==> src/rtl/fifo_status_ctrl.sv <==
// ---------------------------------------------------------------------------
// fifo_status_ctrl
//
// Status and flag stage for the synchronous FIFO. The stage takes the write
// and read pointers and the raw wen/ren requests. It returns full/empty to the
// pointer blocks, which use them to gate pointer increments. It also produces
// registered watermark flags, the occupancy level, a high-water mark and
// sticky error flags.
//
// Parameters
//   PTR_WIDTH  address bits; DEPTH = 2**PTR_WIDTH; pointers are PTR_WIDTH+1 bits
//   AF_THRESH  almost_full when level >= AF_THRESH (1..DEPTH)
//   AE_THRESH  almost_empty when level <= AE_THRESH (0..DEPTH-1)
//
// Ports
//   clk, rst_n     clock (rising edge), asynchronous active-low reset
//   wptr, rptr     write/read pointers, MSB is the wrap bit
//   wen, ren       raw write/read requests (also drive the pointer blocks)
//   clr_err        clears overflow/underflow
//   clr_hwm        reloads the high-water mark with the next level
//   full, empty    combinational from the pointers
//   level          combinational occupancy, 0..DEPTH
//   almost_full    registered, level >= AF_THRESH
//   almost_empty   registered, level <= AE_THRESH
//   hwm            registered maximum level since reset/clr_hwm
//   overflow       sticky: write requested while full
//   underflow      sticky: read requested while empty
//
// Handshake: wen/ren are requests, and full/empty act as their inverted
// ready. A write transfers on a rising edge only when wen=1 and full=0. A read
// transfers only when ren=1 and empty=0. A request made while the FIFO is not
// ready is dropped, not held, and it sets the matching sticky error flag.
// ---------------------------------------------------------------------------
module fifo_status_ctrl #(
  parameter int PTR_WIDTH = 4,
  parameter int AF_THRESH = 14,
  parameter int AE_THRESH = 2
) (
  input  logic               clk,
  input  logic               rst_n,
  input  logic [PTR_WIDTH:0] wptr,
  input  logic [PTR_WIDTH:0] rptr,
  input  logic               wen,
  input  logic               ren,
  input  logic               clr_err,
  input  logic               clr_hwm,
  output logic               full,
  output logic               empty,
  output logic               almost_full,
  output logic               almost_empty,
  output logic [PTR_WIDTH:0] level,
  output logic [PTR_WIDTH:0] hwm,
  output logic               overflow,
  output logic               underflow
);

  localparam int PW = PTR_WIDTH + 1;

  // Thresholds are resized to the level width so that all comparisons are
  // unsigned and of equal width.
  localparam logic [PTR_WIDTH:0] AF_LVL = PW'(AF_THRESH);
  localparam logic [PTR_WIDTH:0] AE_LVL = PW'(AE_THRESH);

  logic               wr_ok;
  logic               rd_ok;
  logic [PTR_WIDTH:0] wr_inc;
  logic [PTR_WIDTH:0] rd_dec;
  logic [PTR_WIDTH:0] level_nxt;
  logic               ovf_set;
  logic               unf_set;

  // ---------------------------------------------------------------------
  // Combinational status from the pointers
  // ---------------------------------------------------------------------
  // When the address bits are equal, the wrap bit decides between empty
  // (same lap) and full (writer one lap ahead).
  always_comb begin
    empty = (wptr == rptr);
    full  = (wptr[PTR_WIDTH] != rptr[PTR_WIDTH]) &&
            (wptr[PTR_WIDTH-1:0] == rptr[PTR_WIDTH-1:0]);
    // Modulo 2**PW subtraction gives the correct distance across the
    // pointer wrap for any distance up to DEPTH.
    level = wptr - rptr;
  end

  // ---------------------------------------------------------------------
  // Accepted operations and the level after this edge
  // ---------------------------------------------------------------------
  // The pointer blocks advance on the same edge that these registers
  // update. Registering flags derived from level_nxt, not level, keeps
  // them aligned with the pointers and avoids a cycle of lag.
  always_comb begin
    wr_ok     = wen & ~full;
    rd_ok     = ren & ~empty;
    wr_inc    = {{PTR_WIDTH{1'b0}}, wr_ok};
    rd_dec    = {{PTR_WIDTH{1'b0}}, rd_ok};
    level_nxt = level + wr_inc - rd_dec;
    ovf_set   = wen & full;
    unf_set   = ren & empty;
  end

  // ---------------------------------------------------------------------
  // Watermark flags
  // ---------------------------------------------------------------------
  always_ff @(posedge clk or negedge rst_n) begin
    if (!rst_n) begin
      almost_full  <= 1'b0;
      almost_empty <= 1'b1;
    end else begin
      almost_full  <= (level_nxt >= AF_LVL);
      almost_empty <= (level_nxt <= AE_LVL);
    end
  end

  // ---------------------------------------------------------------------
  // High-water mark
  // ---------------------------------------------------------------------
  // clr_hwm restarts tracking from the level after this edge, so an
  // operation accepted in the same cycle is already included.
  always_ff @(posedge clk or negedge rst_n) begin
    if (!rst_n) begin
      hwm <= '0;
    end else if (clr_hwm) begin
      hwm <= level_nxt;
    end else if (level_nxt > hwm) begin
      hwm <= level_nxt;
    end
  end

  // ---------------------------------------------------------------------
  // Sticky error flags
  // ---------------------------------------------------------------------
  // A set event takes priority over clr_err in the same cycle, so a
  // violation that coincides with the clear is not lost.
  always_ff @(posedge clk or negedge rst_n) begin
    if (!rst_n) begin
      overflow  <= 1'b0;
      underflow <= 1'b0;
    end else begin
      overflow  <= ovf_set | (overflow  & ~clr_err);
      underflow <= unf_set | (underflow & ~clr_err);
    end
  end

endmodule

==> config.mk <==
export PLATFORM = sky130hd
export DESIGN_NAME = fifo_status_ctrl
export DESIGN_NICKNAME = d
export VERILOG_FILES = /design/src/rtl/fifo_status_ctrl.sv
export SDC_FILE = /design/constraint.sdc
export NUM_CORES = 1
export LEC_CHECK = 0
export ABC_AREA = 1
export CAP_MARGIN = 20
export CORE_ASPECT_RATIO = 0.9
export CORE_MARGIN = 2
export CORE_UTILIZATION = 45
export DETAILED_ROUTE_END_ITERATION = 7
export PLACE_DENSITY_LB_ADDON = 0.08
export SLEW_MARGIN = 20
export SYNTH_ARGS = -nofsm -noshare
export SYNTH_HDL_FRONTEND = slang
export SYNTH_SLANG_ARGS = --single-unit
==> constraint.sdc <==
create_clock -name clk -period 2.1 [get_ports clk]
set_clock_uncertainty 0.1 [all_clocks]
set_input_delay 0.21 -clock clk [delete_from_list [all_inputs] [get_ports clk]]
set_output_delay 0.21 -clock clk [all_outputs]
set_load 0.02 [all_outputs]
* Word-level counts from Yosys, hierarchy flattened
Index checks and enable logic that the tools add are counted.
** Operators by class
- $lt $le $gt $ge :: 3
- Reduce and logical (&&, ||, !) cells :: 2
- Bitwise gates (word level) :: 11
- Muxes and demuxes :: 2
- Equal/unequal tests :: 3
- Add/sub/neg operators :: 3
** Operator list (count)
- 2-to-1 mux 5 bit :: 2
- bitwise AND 1 bit :: 6
- adder 5 x 1 -> 5 bit :: 1
- equality test 5 bit :: 1
- greater-or-equal comparator 5 x 4 -> 1 bit (second input constant) :: 1
- greater-than comparator 5 bit :: 1
- less-or-equal comparator 5 x 2 -> 1 bit (second input constant) :: 1
- subtractor 5 x 1 -> 5 bit :: 1
- subtractor 5 bit :: 1
- equality test 4 bit :: 1
- inverter 1 bit :: 3
- OR 1 bit :: 2
- nonzero test 2 bit :: 1
- logical AND 1 bit :: 1
- inequality test 1 bit :: 1
** Storage, ports and cells
- Word-level logic and storage cells :: 29
- Input bits :: 16
- Output and inout port bits :: 16
- Flip-flop bits (word level) :: 9

* Logic depth before layout (Yosys ltp)
- Depth in word-level cells :: 9
- Mapped depth :: 21
- Mapped depth without buffers :: 21

* Worst setup path after synthesis
No wires, ideal clock.
- Path type :: in2reg
- Start :: input port rptr[2]
- End :: register hwm[1]
- Stages on the path :: 21
- Path buffers :: 0
- Arrival time :: 3.244 ns
- Setup time :: 0.117 ns
- Setup slack :: -1.361 ns
- Required time :: 1.883 ns
- Path through :: inv_1 ha_1 nand4_1 nor2_1 nor2_1 ha_1 inv_1 ha_1 fa_1 xor2_1 ha_1 nand3_1 nand3_1 nand3_1 nand2_1 nand2_1 nand2_1 nand3_4 nand2_2 nand2_1 nand2_1
** Between the ends
- Elaborated cells between the ends (all ways) :: 14
- Classes of those cells :: add/sub: 3; order compare: 1; eq/ne: 2; mux: 2; bitwise: 4; reduce/logical: 2
** RTL lines
- start, declared :: line 42 : input logic [PTR_WIDTH:0] rptr,
- equality test 5 bit :: line 78 : empty = (wptr == rptr);
- named net empty :: line 48 : output logic empty,
- inverter 1 bit :: line 94 : rd_ok = ren & ~empty;
- bitwise AND 1 bit :: line 94
- subtractor 5 x 1 -> 5 bit :: line 97 : level_nxt = level + wr_inc - rd_dec;
- named net level_nxt[2] :: line 68 : logic [PTR_WIDTH:0] level_nxt;
- greater-than comparator 5 bit :: line 125 : end else if (level_nxt > hwm) begin
- nonzero test 2 bit (no line)
- end signal, assigned :: line 124 : hwm <= level_nxt;
- end signal, assigned :: line 126 : hwm <= level_nxt;
- end, declared :: line 52 : output logic [PTR_WIDTH:0] hwm,
The timed path passes the listed nets, and every way through them passes these cells. The select of a mux whose other input is x is not followed.
A chain may end at the register's enable or synchronous reset.

* Worst setup path in the final report
- Start :: input port rptr[3]
- End :: register hwm[1]
** Between the ends
- Longest elaborated chain between the ends :: 8
- Elaborated cells between the ends (all ways) :: 14
- Classes of those cells :: add/sub: 3; order compare: 1; eq/ne: 2; mux: 2; bitwise: 4; reduce/logical: 2
** Ends and longest elaborated chain
- equality test 4 bit :: line 80 : (wptr[PTR_WIDTH-1:0] == rptr[PTR_WIDTH-1:0]);
- logical AND 1 bit :: line 79 : full = (wptr[PTR_WIDTH] != rptr[PTR_WIDTH]) &&
- inverter 1 bit :: line 93 : wr_ok = wen & ~full;
- bitwise AND 1 bit :: line 93
- adder 5 x 1 -> 5 bit :: line 97
- subtractor 5 x 1 -> 5 bit * :: line 97
- named net level_nxt[2] :: line 68
- greater-than comparator 5 bit * :: line 125
- nonzero test 2 bit (no line) *
The timed path passes the listed nets; every way through them passes the cells marked *. The select of a mux whose other input is x is not followed.

==> results.cfg <==
[power_and_ir_drop]
vdd_ir_drop_max_v = 0.00111
p_leak_nw = 0.935
power_mw = 2.03
pwr_density_cell_nw_per_um2 = 1120

[routing]
drt-initial-drc-count = 45
first_pass_iters = 4
wl_per_cell_um = 16.4
drc_errors = 0
finalWirelength_um = 3650
ant_nets = 0
vias = 1199
via_per_inst = 5.38

[floorplan]
io_pins = 32
die_area_um2 = 2490
fp.dieH_um = 47.6
fp-row-count = 15
core-area_um2 = 1950
die_w_um = 52.4
initial_core_util = 0.486

[synth]
synth_area_um2 = 948
ys_seq_area_frac = 0.239
ys_types = 24
yosysMostFrequentCell = nand2_1
netlist_top_cells_count = nand2_1 (39), inv_1 (30), nand3_1 (16)
synth-async-reset-ratio = 1.00
synth_top_area_share = 0.211
yosys_warnings = 0
ys.flop_type = dfrtp_1
yosysTopAreaCell = dfrtp_1
ys_ff_latch = 9
synth_edf_count = 0
avgSynthCellArea_um2 = 6.87
synth_nets = 168
synth_cells = 138
synth_area_leaders = dfrtp_1 (21%), ha_1 (16%), nand2_1 (15%)

[timing]
setup_violations = 7
clock.fmax_mhz = 315
hold_ws_ns = 0.147
tightest_slew_ns = 0.415
post-route-min-period_ns = 3.18
fin_crit_sh = 1.51
rsz0062_at_grt = yes
max-slew-margin-rel = 0.723
tns_ns = -5.70
worst_slack_ns = -1.08
timing.final.max_slew_violations = 0
hold_violations = 0

[cells_and_area]
design_area_um2 = 1810
num-nets-final = 229
utilization = 0.926
area_growth_pct = 90.5
diodes = 0
drive_above_1_share = 0.455
n_fill_cell = 77

[clock_network]
path_clk_slew_ns = 0.06
ctsHoldBuffers = 0
htreeDepth = 1
cts_sinks = 9
cts_root_buffer = clkbuf_4
cts_buffer_depth = 2
tritoncts = done
insertion_delay_ns = 0.26
cts_buffers = 3

[critical_path]
crit_cells = 21
crit_chain = buf_8 -> inv_12 -> ha_4 -> nand4_1 -> nor2_4 -> nor2_2 -> ha_1 -> inv_2 -> ha_4 -> fa_2 -> xor2_4 -> ha_4 -> nand2_4 -> nand3_4 -> nand3_2 -> nand2_2 -> nand2_2 -> nand2_2 -> nand3_4 -> nand3_1 -> nand2_2
reg2reg_depth = 11
endpoint_kind = register
critPathRequiredTime_ns = 2.15
worstSetupPathType = input port to register
crit_fanout = 5
cpPeakStageDelay_ns = 0.41
critPathLaunchType = input port
path_delay_family = adder cells
cp_common_cell = nand2_2
slowest_stage = fa_2
cp.arrival_ns = 3.23
crit_buf_inv = 3

[flow_run]
maxCapViolations = 0

[grt]
antenna_found_initial = 0
grt_pass1_wl_um = 4450
grt_max_degree = 10
grt_pass1_vias = 1052
overflow = 0
grt_usage = 0.252

[placed_design]
hpwl_um = 2170
place.gp.congestion = 0.855
dpl-instance-area_um2 = 1540
numPortBuffers = 31

[run_status]
violations = negative setup slack
status = finished with violations

[worst_hold_path]
hold_class = input port to async pin
cells in the final DEF, fill, tap and decap left out, types with 5 or more instances in the layout:
master,Yosys,routed
buf_6,0,7
inv_2,3,6
dlygate4sd2_1,0,5
nand3_1,16,10
nand3_4,1,5
dfrtp_1,8,8
buf_4,0,24
clkdlybuf4s50_1,0,16
nand2_1,39,25
ha_1,12,5
ha_4,0,7
nand2_2,6,18
inv_1,30,24
state kept, by name, summed over array words and instances (netlist names):
signal and flops:
almost_empty 1, underflow 1, overflow 1, hwm 5, almost_full 1
report_power, final:
part / switching [mW] / internal, mW
Combinational: 0.904 / 0.690
Sequential: 0.0626 / 0.241
Clock: 0.0589 / 0.0731
what timing repair did:
action	CTS	global route
gates resized for setup	62	30
pin swaps	17	15
buffers inserted	4	1
endpoints found under the setup margin	13	9
final timing paths:
path / startpoint / slack, ns / end
min in group clk: clr_hwm / 0.43 / hwm[4]
max: rptr[3] / -1.08 / hwm[1]
min: rst_n / 0.15 / almost_full
max in group asynchronous: rst_n / 1.43 / almost_empty
min reg2reg: overflow / 0.45 / overflow
max reg2reg: hwm[2] / 0.31 / hwm[1]
kinds of logic (layout without fill, tap and decap cells):
kind of cell	after synthesis	count (layout)	share of synthesized area
fa+ha+maj	14	14	0.201
xor+xnor	2	2	0.0185
compound gates	10	10	0.0633
flops	9	9	0.239
simple gates	70	70	0.348
buf+inv	33	93	0.131
metal layers:
layer | share of wire | vias up | global-route usage
li1 | - | 553 | -
met1 | 0.40 | 568 | 0.298
met2 | 0.52 | 62 | 0.470
met3 | 0.053 | 16 | 0.0594
met4 | 0.027 | 0 | 0.0564
met5 | 0 | - | 0
worst reg2reg max path: cells and delay by family, from the launching register on:
family | cells | cell delay [ns]
fa+ha+maj | 1 | 0.33
buf+inv | 1 | 0.09
flops | 1 | 0.38
simple gates | 9 | 0.78
layout make-up:
type	instances	area (um^2)	share of cell area
Clock buffer	4	26.3	0.0145
Inverter	33	151	0.0838
Multi-Input combinational cell	96	853	0.472
Sequential cell	9	226	0.125
Tap cell	25	31.3	0.0173
Timing Repair Buffer	56	518	0.287
metrics by stage:
| stage | instances | setup slack (ns) |
|---|---|---|
| floorplan | 138 | -1.06 |
| global placement | 214 | -1.72 |
| detailed placement | 214 | -1.86 |
| CTS | 222 | -0.857 |
| global route | 223 | -1.15 |
| finish | 223 | -1.08 |
Power figures use the tool's default switching activity.
